`src/rtl/ahb_pkg.sv`:
```
// rtl/ahb_pkg.sv - AHB-Lite encodings and default-slave state type
package ahb_pkg;

  localparam logic [1:0] HTRANS_IDLE   = 2'b00;
  localparam logic [1:0] HTRANS_BUSY   = 2'b01;
  localparam logic [1:0] HTRANS_NONSEQ = 2'b10;
  localparam logic [1:0] HTRANS_SEQ    = 2'b11;

  localparam logic HRESP_OKAY  = 1'b0;
  localparam logic HRESP_ERROR = 1'b1;

  typedef enum logic [1:0] {
    DS_IDLE = 2'd0,
    DS_ERR1 = 2'd1,
    DS_ERR2 = 2'd2
  } ds_state_t;

endpackage

```
`src/rtl/ahb_default_slave.sv`:
```
// rtl/ahb_default_slave.sv - default slave giving the two-cycle ERROR response to unmapped accesses
module ahb_default_slave
  import ahb_pkg::*;
(
  input  logic       clk,
  input  logic       rst_n,
  input  logic       hready,
  input  logic       hsel_any,
  input  logic [1:0] htrans,
  output logic       ready,
  output logic       resp
);

  ds_state_t state_q, state_d;
  logic      unmapped;

  // An address phase is accepted only while HREADY is high; active transfers with no select are unmapped
  assign unmapped = hready && !hsel_any &&
                    ((htrans == HTRANS_NONSEQ) || (htrans == HTRANS_SEQ));

  // State register, cleared asynchronously so outputs return to OKAY/ready at once
  always_ff @(posedge clk or negedge rst_n) begin
    if (!rst_n) state_q <= DS_IDLE;
    else        state_q <= state_d;
  end

  // Next state and response: ERR1 stalls with ERROR, ERR2 completes it and accepts the next address
  always_comb begin
    state_d = state_q;
    ready   = 1'b1;
    resp    = HRESP_OKAY;
    case (state_q)
      DS_IDLE: begin
        if (unmapped) state_d = DS_ERR1;
      end
      DS_ERR1: begin
        ready   = 1'b0;
        resp    = HRESP_ERROR;
        state_d = DS_ERR2;
      end
      DS_ERR2: begin
        resp    = HRESP_ERROR;
        state_d = unmapped ? DS_ERR1 : DS_IDLE;
      end
      default: state_d = DS_IDLE;
    endcase
  end

endmodule

```
`src/rtl/ahb_resp_mux_n.sv`:
```
// rtl/ahb_resp_mux_n.sv - N-slave AHB-Lite response mux with registered data-phase select; AHB_MUX_DEFAULT_ERR_EN enables the ERROR default slave
module ahb_resp_mux_n
  import ahb_pkg::*;
#(
  parameter int DATA_WIDTH = 32,
  parameter int NUM_SLAVES = 4
)
(
  input  logic                             HCLK,
  input  logic                             HRESETn,
  input  logic [NUM_SLAVES-1:0]            HSEL,
  input  logic [1:0]                       HTRANS,
  input  logic [NUM_SLAVES*DATA_WIDTH-1:0] HRDATA_S,
  input  logic [NUM_SLAVES-1:0]            HRESP_S,
  input  logic [NUM_SLAVES-1:0]            HREADYOUT_S,
  output logic [DATA_WIDTH-1:0]            HRDATA,
  output logic                             HRESP,
  output logic                             HREADY,
  output logic [NUM_SLAVES-1:0]            DPHASE_SEL
);

  logic [NUM_SLAVES-1:0] sel_q;
  logic [NUM_SLAVES-1:0] hsel_low;
  logic                  dflt_ready;
  logic                  dflt_resp;

  // Isolate the lowest set bit so a multi-hot decode still routes to exactly one slave
  assign hsel_low = HSEL & (~HSEL + NUM_SLAVES'(1));

  // Data-phase select advances only when the current transfer completes, keeping wait states on the owner
  always_ff @(posedge HCLK or negedge HRESETn) begin
    if (!HRESETn)    sel_q <= '0;
    else if (HREADY) sel_q <= hsel_low;
  end

  assign DPHASE_SEL = sel_q;

`ifdef AHB_MUX_DEFAULT_ERR_EN
  ahb_default_slave u_default_slave (
    .clk      (HCLK),
    .rst_n    (HRESETn),
    .hready   (HREADY),
    .hsel_any (|HSEL),
    .htrans   (HTRANS),
    .ready    (dflt_ready),
    .resp     (dflt_resp)
  );
`else
  // Without the default slave, unmapped data phases complete as zero-wait OKAY
  logic unused_htrans;
  assign unused_htrans = ^HTRANS;
  assign dflt_ready    = 1'b1;
  assign dflt_resp     = HRESP_OKAY;
`endif

  // Route the data-phase owner's response; no owner means the default slave answers with zero data
  always_comb begin
    HRDATA = '0;
    HRESP  = dflt_resp;
    HREADY = dflt_ready;
    for (int i = NUM_SLAVES - 1; i >= 0; i--) begin
      if (sel_q[i]) begin
        HRDATA = HRDATA_S[i*DATA_WIDTH +: DATA_WIDTH];
        HRESP  = HRESP_S[i];
        HREADY = HREADYOUT_S[i];
      end
    end
  end

endmodule
```
`config.mk`:
```
export PLATFORM = sky130hd
export DESIGN_NAME = ahb_resp_mux_n
export DESIGN_NICKNAME = d
export VERILOG_FILES = /design/src/rtl/ahb_pkg.sv /design/src/rtl/ahb_default_slave.sv /design/src/rtl/ahb_resp_mux_n.sv
export SDC_FILE = /design/constraint.sdc
export NUM_CORES = 1
export LEC_CHECK = 0
export CORE_AREA = 5 5 75 77
export CTS_CLUSTER_DIAMETER = 200
export DETAILED_ROUTE_END_ITERATION = 8
export DIE_AREA = 0 0 80 82
export GPL_TIMING_DRIVEN = 0
export PLACE_DENSITY_LB_ADDON = 0.12
export SETUP_SLACK_MARGIN = 0.2
export SKIP_LAST_GASP = 1
export SLEW_MARGIN = 5
export SYNTH_ARGS = -nofsm -noshare
export SYNTH_HDL_FRONTEND = slang
export SYNTH_SLANG_ARGS = --single-unit
```
`constraint.sdc`:
```
create_clock -name HCLK -period 3.13 [get_ports HCLK]
set_input_delay 0.313 -clock HCLK [delete_from_list [all_inputs] [get_ports HCLK]]
set_output_delay 0.313 -clock HCLK [all_outputs]
set_load 0.05 [all_outputs]
```
==> results.toml <==
[run_status]
status = "completed"

[timing]
min_period_over_period_pct = 86.2
setup_viol = 0
rsz0062_at_grt = "false"
slew_headroom_pct = 64.5
finalHoldViolations = 0
fin_skew_ns = 0.00221
worstMarginPinSlew_ns = 0.531
min_period_ns = 2.70
slew_viol_final = 0
fmax_ghz = 0.370
tns_ns = 0

[placement]
placedCellCount = 429
gp_congestion = 0.859
io_buffers = 179
hpwl_um = 6090

[layout]
final_layout_size_suffix_gt1_share_pct = 4.42
diodes = 0
largest_reg_flops = 4
synthToLayoutAreaGrowth_pct = 177
layout_commonest_cell = "clkdlybuf4s50_1"
most-common-layout-cells = "149 x clkdlybuf4s50_1, 68 x o21ai_1, 37 x nand2_1"
nets = 508
stdcell_count = 432
final_util_pct = 62.6
n_fill_cell = 477

[cts]
numCtsBuffers = 3
cts_root_buf = "clkbuf_8"
cts.sink_count = 4
cts_tree = "done"
cts.clk_slew.worst_paths_ns = 0.03
htreeDepth = 1
clk_path_buf_depth = 2
clkLatencyLatePin_ns = 0.22
postCtsSetupBuffers = 0
cts_resized = 5
cts_hold_buffers = 0

[floorplanning]
coreArea_sq_mm = 0.00494
dieArea_sq_mm = 0.00656
die_w_um = 80
start_util_pct = 22.6
fp.dieH_um = 82
io-pin-count = 182
rows = 26

[detailed_routing]
drc = 0
drt_pass1_iterations = 4
via_per_inst = 4.94
drt_iter0_markers = 82
antenna_violating_nets_post_route = 0
num_vias = 2136
wl_um = 7490
wl_per_cell_um = 17.3

[yosys]
ys_top_cells_by_area = "o21ai_1 30%, a221o_1 28%, nand2_1 12%"
synth_area_leader_cell = "o21ai_1"
yosys.area.top_type_share_pct = 30.5
ys_seq_elements = 4
syn_nets = 324
netlist_instances = 180
synth_seq_area_share_pct = 8.97
ys_types = 20
ys_warn_count = 0
synthesis.area_sq_mm = 0.00112
postSynthAreaPerCell_sq_um = 6.20

[global_route]
track_usage_pct = 20.9
antenna_found_initial = 0
grt_pass1_vias = 2052
grt_max_degree = 11
overflow = 0
grt_pass1_wl_um = 10800

[power_and_ir_drop]
leakagePower_nw = 1.45
powerDensity_mw_per_mm2 = 589
ir_drop_mv = 0.420
power.total_mw = 1.82

[critical_path]
crit_fanout = 10
cp.required_ns = 2.82
cp-start-kind = "flop"
cp-end-kind = "output pin"
crit_type = "reg2out"
cp.arrival_ns = 2.39

[hold_path]
hold_path.class = "in2async"

[run]
maxCapViolations = 0
-- metal layers --
layer | GRT usage [%] | up-vias | share of wire [%]
met5 | 0 | - | 0
met2 | 37.7 | 101 | 50
met1 | 24.4 | 963 | 38
met3 | 5.48 | 10 | 10
li1 | - | 1062 | -
met4 | 5.57 | 0 | 1.3
-- final cells by class --
| type | instances | area, sq um | area share [%] |
|---|---|---|---|
| sequential | 4 | 100 | 3.23 |
| inverter | 2 | 7.51 | 0.243 |
| tap | 70 | 87.6 | 2.83 |
| clock buffer | 3 | 41.3 | 1.33 |
| multi-input combinational | 152 | 917 | 29.6 |
| timing repair buffer | 179 | 1850 | 59.7 |
| buffer | 22 | 93.8 | 3.03 |
-- cells in the mapped netlist --
library cell and count:
o21ai_1 68, nor3b_1 1, nor4_1 1, mux2i_1 1, inv_1 1, buf_1 1, nor4b_1 1, o31ai_1 1
dfrtp_1 4, a221o_1 31, nor2_1 1, a21oi_1 4, inv_2 1, buf_2 7, nor2b_1 2, mux2_4 2
nor3b_2 1, nand2_1 37, clkbuf_1 14, a211o_1 1
-- path summary, 6_finish.rpt --
kind / startpoint / end / slack, ns / cells past startpoint
worst min-delay path: HRESETn / DPHASE_SEL[1] / 0.30 / 1
max in group asynchronous: HRESETn / DPHASE_SEL[3] / 2.67 / 1
worst max register to register: DPHASE_SEL[3] / DPHASE_SEL[2] / 1.55 / 4
min in group HCLK: DPHASE_SEL[3] / DPHASE_SEL[3] / 0.65 / 1
worst max-delay path: DPHASE_SEL[1] / HRDATA[29] / 0.43 / 6
worst min register to register: DPHASE_SEL[3] / DPHASE_SEL[3] / 0.65 / 1
-- critical path, stage by stage (launching register included) --
cell,delay (ns)
dfrtp_1,0.36
buf_2,0.18
inv_2,0.13
clkbuf_1,0.41
o21ai_1,0.13
o21ai_1,0.13
clkdlybuf4s50_1,0.83
-- cell families after synthesis --
kind of cell           after synthesis  synth area share, %
AO/OA/AOI/OAI                      105                 61.5
buffers and inverters               24                 8.86
multiplexers                         3                 3.59
flip-flops                           4                 8.97
AND/OR/NAND/NOR                     44                 17.0
-- per-stage QoR --
stage | hold WS (ns) | cell area, sq um | setup slack, ns
floorplan | 0.0174 | 1120 | 0.661
finish | 0.296 | 3100 | 0.431
global placement | 0.521 | 3000 | 0.427
CTS | 0.294 | 3030 | 0.204
global route | 0.308 | 3100 | 0.221
detailed placement | 0.522 | 3000 | 0.417
-- where the power goes --
part	switching (mW)	total [mW]	leakage (nW)	internal (mW)
clock	0.0255	0.107	0.0216	0.0819
combinational	1.00	1.64	1.38	0.642
sequential	0.00847	0.0717	0.0516	0.0633
total	1.03	1.82	1.45	0.787
(Power assumes the default switching activity.)
